--- config.mk ---
export PLATFORM = sky130hd
export DESIGN_NAME = ham
export DESIGN_NICKNAME = d
export VERILOG_FILES = /design/src/rtl/ham_pkg.sv /design/src/rtl/ham_parity.sv /design/src/rtl/ham.sv
export SDC_FILE = /design/constraint.sdc
export NUM_CORES = 1
export LEC_CHECK = 0
export CAP_MARGIN = 15
export CORE_AREA = 2 2 39 41
export DETAILED_ROUTE_END_ITERATION = 10
export DIE_AREA = 0 0 41 43
export DONT_BUFFER_PORTS = 1
export PLACE_DENSITY_LB_ADDON = 0.3
export REMOVE_ABC_BUFFERS = 1
export SLEW_MARGIN = 10
export SYNTH_ARGS = -nofsm -noshare
export SYNTH_HDL_FRONTEND = slang
export SYNTH_HIERARCHICAL = 1
export SYNTH_SLANG_ARGS = --single-unit
--- constraint.sdc ---
create_clock -name clk -period 0.8 [get_ports clk]
set_input_delay 0.04 -clock clk [delete_from_list [all_inputs] [get_ports clk]]
set_output_delay 0.04 -clock clk [all_outputs]
set_load 0.02 [all_outputs]
--- src/rtl/ham_pkg.sv ---
// Shared widths, codeword bit positions and the output flop-bank layout for the Hamming(7,4) encoder.
package ham_pkg;

  localparam int DATA_W = 4;
  localparam int CODE_W = 7;

  // Codeword position 1 sits in bit 6, position 7 in bit 0.
  localparam int P1_BIT = 6;
  localparam int P2_BIT = 5;
  localparam int D1_BIT = 4;
  localparam int P4_BIT = 3;
  localparam int D2_BIT = 2;
  localparam int D3_BIT = 1;
  localparam int D4_BIT = 0;

  typedef struct packed {
    logic              vld;
    logic [CODE_W-1:0] dat;
  } out_t;

endpackage

--- src/rtl/ham_parity.sv ---
// Combinational Hamming(7,4) encoder with even parity.
// Zero latency; there is no backpressure path.
module ham_parity
  import ham_pkg::*;
(
  input  logic [DATA_W-1:0] nib,
  output logic [CODE_W-1:0] code
);

  logic d1, d2, d3, d4;

  assign d1 = nib[3];
  assign d2 = nib[2];
  assign d3 = nib[1];
  assign d4 = nib[0];

  always_comb begin
    code         = '0;
    code[P1_BIT] = d1 ^ d2 ^ d4;
    code[P2_BIT] = d1 ^ d3 ^ d4;
    code[D1_BIT] = d1;
    code[P4_BIT] = d2 ^ d3 ^ d4;
    code[D2_BIT] = d2;
    code[D3_BIT] = d3;
    code[D4_BIT] = d4;
  end

endmodule

--- src/rtl/ham.sv ---
// Hamming(7,4) encoder; OUT_REG=1 gives one-cycle latency, OUT_REG=0 is purely combinational.
// Accepts one nibble per cycle and never stalls; an invalid cycle holds the last codeword.
module ham
  import ham_pkg::*;
#(
  parameter bit OUT_REG = 1'b1
) (
  input  logic              clk,
  input  logic              rst_n,
  input  logic [DATA_W-1:0] in_dat,
  input  logic              in_valid,
  output logic [CODE_W-1:0] true_dat,
  output logic              out_valid
);

  logic [CODE_W-1:0] code;

  ham_parity u_parity (
    .nib  (in_dat),
    .code (code)
  );

  if (OUT_REG) begin : g_reg
    out_t out_d;
    out_t out_q;

    always_comb begin
      out_d     = out_q;
      out_d.vld = 1'b0;
      if (in_valid) begin
        out_d.vld = 1'b1;
        out_d.dat = code;
      end
    end

    // Reset clears both codeword and valid, dropping any pending result.
    always_ff @(posedge clk or negedge rst_n) begin
      if (!rst_n) begin
        out_q <= '0;
      end else begin
        out_q <= out_d;
      end
    end

    assign true_dat  = out_q.dat;
    assign out_valid = out_q.vld;
  end else begin : g_comb
    logic unused_clk_rst;

    assign unused_clk_rst = clk ^ rst_n;
    assign true_dat       = code;
    assign out_valid      = in_valid;
  end

endmodule

==> results of run 1 <==
## kinds of logic after synthesis
group | count (synthesis) | synth area share [%]
buf+inv | 5 | 9.88
mux | 7 | 25.1
xor+xnor | 3 | 17.1
flops | 8 | 47.9
## synthesized netlist by cell type, drive strengths merged
library cell,instances
dfrtp,8
mux2,7
buf,5
xor3,3
## metrics by stage
step                total power [mW]  hold WS (ps)  utilization, %
floorplan                      0.681          -256               -
global route                    1.19          -192            39.6
global placement               0.777          -255            32.5
finish                          1.14          -178            39.6
CTS                             1.16          -184            39.6
detailed placement             0.779          -255            32.5
## layout make-up
cell class	instances	area (um2)	share of cell area, %
multi-input cells	10	176	32.2
well taps	16	20.0	3.65
flip-flops and latches	8	200	36.5
clock buffers	3	22.5	4.11
repair buffers	12	129	23.5
## power by group through the flow
stage                     combinational (mW)  sequential (mW)  clock (mW)
final                                  0.334            0.503       0.304
after global routing                   0.351            0.510       0.332
after detailed placement               0.278            0.501           0
after CTS                              0.338            0.504       0.314
after floorplan                        0.122            0.559           0
after global placement                 0.279            0.498           0
## routing by layer
metal / vias to the layer above / GRT usage (%) / part of all wire (%)
met2: 9 / 14.1 / 52
met1: 96 / 8.31 / 36
met3: 2 / 6.28 / 10
met4: 0 / 10.0 / 1.5
li1: 95 / - / -
met5: - / 0 / 0
## registers in the layout, summed over array words and instances, names as in the netlist
register / flops
true_dat: 7
out_valid: 1
## worst max-delay path by stage
stage | endpoint | startpoint | cells past startpoint | slack (ps)
after CTS | true_dat[6] | true_dat[6] | 1 | -40
after detailed placement | true_dat[3] | in_dat[0] | 2 | -20
after floorplan | true_dat[0] | true_dat[0] | 1 | -30
after global placement | true_dat[5] | in_dat[0] | 2 | -20
final | true_dat[6] | true_dat[6] | 1 | -30
after global routing | true_dat[3] | true_dat[3] | 1 | -50
## what timing repair did
action	in CTS	in global routing
resized for setup	7	0
endpoints found under the hold margin	16	8
setup endpoints to repair	7	9
==> results.cfg, run 1 <==
[outcome]
status = complete, but fails checks
violations = hold timing, setup timing

[finish]
area_delta_synth_final_pct = 31.1
nets = 42
mostFrequentLayoutCell = dfrtp_1
final_cell_mix = dfrtp_1, mux2_4, buf_6, dlygate4sd3_1
fin_area_um2 = 548
num_antenna_cells = 0
drive_gt1_share_pct = 51.5
fill_cells = 127
fin_cells = 49

[placed_design]
numPortBuffers = 0
dpl.cell_count = 41
place.gp.congestion = 0.614
placed_area_um2 = 449
dp_slack_ps = -23.0

[cts]
root_buffer = clkbuf_4
clock_sink_count = 8
clockBufferDepth = 2
numCtsBuffers = 3
post_cts_buffers = 0
ctsHtreeMaxLevel = 1
clk_latency_ps = 240
cts_hold_buf = 5
cts_tree = done
path_clk_slew_ps = 60

[setup_path]
r2r_start = true_dat[3]
worst_r2r_path_depth = 1
crit_slowest_cell = dfrtp_1
reg2reg_to = true_dat[3]
setup.worst_path.class = reg -> out
worst-endpoint-required_ps = 760
reg2reg_setup_slack_ps = 20
cp-end-kind = primary output
cp_top_family = flip-flops
path_cells = buf_6
worst-endpoint-arrival_ps = 790
worstPathMaxFanout = 2
start_kind = register
cp_num_buf_inv = 1
max_stage_delay_ps = 400

[route]
drt-total-wl_um = 732
wl_per_cell_um = 14.9
initialDrtViolationCount = 1
via_per_inst = 4.12
num_vias = 202
dr.pass1.iters = 2
ant_nets = 0
drc = 0

[timing]
min_period_ps = 827
fmax_ghz = 1.21
hold_viol = 8
tns_ps = -97.3
worst_pin_slew_ps = 364
setup_viol = 7
grt_setup_unrepaired = yes
slew_headroom_pct = 75.7
final_max_slew_viol_count = 0
final.period_utilization_pct = 103
skew_ps = 0
setup_slack_ps = -26.6
whs_ps = -178

[pwr]
seq_power_share_pct = 44.1
power.share.combinational_pct = 29.2
power_leakage_nw = 0.274
ir_worst_vdd_mv = 0.855
switching_share_pct = 25.5
p_clk_share_pct = 26.6
switchingPower_mw = 0.291
p_per_area_nw_per_um2 = 2080
power.internal_mw = 0.850

[floorplanning]
die_w_um = 41
coreArea_um2 = 1380
fp.dieH_um = 43
die_area_um2 = 1760
ios = 15
initial_utilization_pct = 30.2
rows = 14

[logic_synthesis]
yosysWarnings = 6
synth_area_um2 = 418
synth_top_area_share_pct = 47.9
synthTopCellsByArea = dfrtp_1, mux2_4, xor3_1
synth.distinct_cells = 5
syn_avg_cell_area_um2 = 18.2
synth_seq_area_share_pct = 47.9
synth_seq_cells = 8
syn_inst = 23
synth_top_area_cell = dfrtp_1

[global_route]
grt_max_degree = 9
gr-total-overflow = 0
grt_pass1_vias = 242
antenna_found_initial = 0
grt_pass1_wl_um = 1000
grtUsageTotal_pct = 9.84

[worst_hold_path]
min_from = in_valid
whs_path_depth = 0
min_to = out_valid
min_path_type = in -> reg

[flow_run]
drv_cap = 0
(Power assumes the default switching activity.)
==> inputs of run 2 (changes only) <==
==> constraint.sdc (replaced) <==
create_clock -name clk -period 0.9 [get_ports clk]
set_input_delay 0.045 -clock clk [delete_from_list [all_inputs] [get_ports clk]]
set_output_delay 0.045 -clock clk [all_outputs]
set_load 0.02 [all_outputs]
==> run 2 against run 1 <==
- the flow finishes with violations (hold timing)
- final area decreased by 4.8%
- first-iteration DRC count unchanged
- hold slack improved by 5.0 ps
- global-route usage fell by 0.10 points
- clock skew is the same
- sequential cell count is the same
- wire length fell by 1.6%
- cell count unchanged
- total power shrank 14%
- via count decreased by 0.50%
==> results.cfg, run 2 (synthesis results as in run 1) <==
[floorplanning]
coreArea_um2 = 1380
die_w_um = 41
ios = 15
die_area_um2 = 1760
initial_utilization_pct = 30.2
rows = 14
fp.dieH_um = 43

[route]
num_vias = 201
wl_per_cell_um = 14.7
via_per_inst = 4.10
initialDrtViolationCount = 1
drt-total-wl_um = 720
dr.pass1.iters = 2
ant_nets = 0
drc = 0

[cts]
root_buffer = clkbuf_4
clockBufferDepth = 2
clk_latency_ps = 240
cts_tree = done
post_cts_buffers = 0
cts_hold_buf = 5
numCtsBuffers = 3
ctsHtreeMaxLevel = 1
clock_sink_count = 8
path_clk_slew_ps = 60
cts-resized-gates = 0

[setup_path]
reg2reg_to = true_dat[3]
worst_r2r_path_depth = 1
path_cells = buf_4
cp-end-kind = primary output
setup.worst_path.class = reg -> out
start_kind = register
worst-endpoint-required_ps = 850
reg2reg_setup_slack_ps = 130
r2r_start = true_dat[3]
worst-endpoint-arrival_ps = 800
cp_num_buf_inv = 1
worstPathMaxFanout = 2
crit_slowest_cell = dfrtp_1
cp_top_family = flip-flops
max_stage_delay_ps = 390

[finish]
fin_cells = 49
regArea_um2 = 200
fill_cells = 124
drive_gt1_share_pct = 51.5
area_delta_synth_final_pct = 24.9
final_cell_mix = dfrtp_1, mux2_4, buf_4, dlygate4sd3_1
fin_area_um2 = 522
utilization_pct = 37.7
multiInputGateArea_um2 = 176
mostFrequentLayoutCell = dfrtp_1
num_antenna_cells = 0
largest_reg_flops = 7
nets = 42

[global_route]
grtUsageTotal_pct = 9.74
grt_max_degree = 9
grt_pass1_vias = 242
gr-total-overflow = 0
grt_pass1_wl_um = 993
antenna_found_initial = 0

[placed_design]
place.gp.congestion = 0.614
numPortBuffers = 0
dpl.cell_count = 41
placed_area_um2 = 449

[pwr]
ir_worst_vdd_mv = 0.726
p_per_area_nw_per_um2 = 1870
power_leakage_nw = 0.265

[timing]
tns_ps = 0
worst_pin_slew_ps = 361
whs_ps = -173
setup_viol = 0
final.period_utilization_pct = 93.7
min_period_ps = 843
final_max_slew_viol_count = 0
hold_viol = 8
slew_headroom_pct = 75.9
fmax_ghz = 1.19
grt_setup_unrepaired = no
skew_ps = 0

[worst_hold_path]
whs_path_depth = 0
min_from = in_valid
min_path_type = in -> reg
min_to = out_valid

[outcome]
violations = hold timing
status = complete, but fails checks

[flow_run]
drv_cap = 0
run 2: cell counts in the layout (fill, tap and decap cells not counted):
Identical to the previous run, type by type.
run 2: layout make-up:
| type | count | area share, % |
|---|---|---|
| flip-flops and latches | 8 | 38.4 |
| multi-input cells | 10 | 33.8 |
| repair buffers | 12 | 19.7 |
| clock buffers | 3 | 4.32 |
| well taps | 16 | 3.84 |
run 2: through the flow:
| stage | setup WS [ps] | total power [mW] |
|---|---|---|
| after floorplan | 65.3 | 0.605 |
| after global placement | 79.9 | 0.690 |
| after detailed placement | 72.0 | 0.693 |
| after CTS | 42.8 | 0.992 |
| after global routing | 29.4 | 1.02 |
| final | 56.6 | 0.977 |
run 2: how the worst max path moves through the flow:
stage	startpoint	end	slack (ps)	cells after the start
2_1_floorplan	true_dat[0]	true_dat[0]	70	1
5_1_grt	true_dat[3]	true_dat[3]	30	1
3_5_place_dp	in_dat[0]	true_dat[3]	70	2
6_report	true_dat[6]	true_dat[6]	60	1
3_3_place_gp	in_dat[0]	true_dat[5]	80	2
4_1_cts	true_dat[6]	true_dat[6]	40	1
run 2: per-layer routing:
metal / wire length [um] / GRT usage [%]
met1: 264 / 8.31
met2: 368 / 13.8
met3: 76 / 6.28
met4: 11 / 10.0
met5: 0 / 0
run 2: report_power, final:
group          switching (mW)  internal, mW
combinational           0.101         0.168
clock                   0.118         0.152
sequential             0.0307         0.408
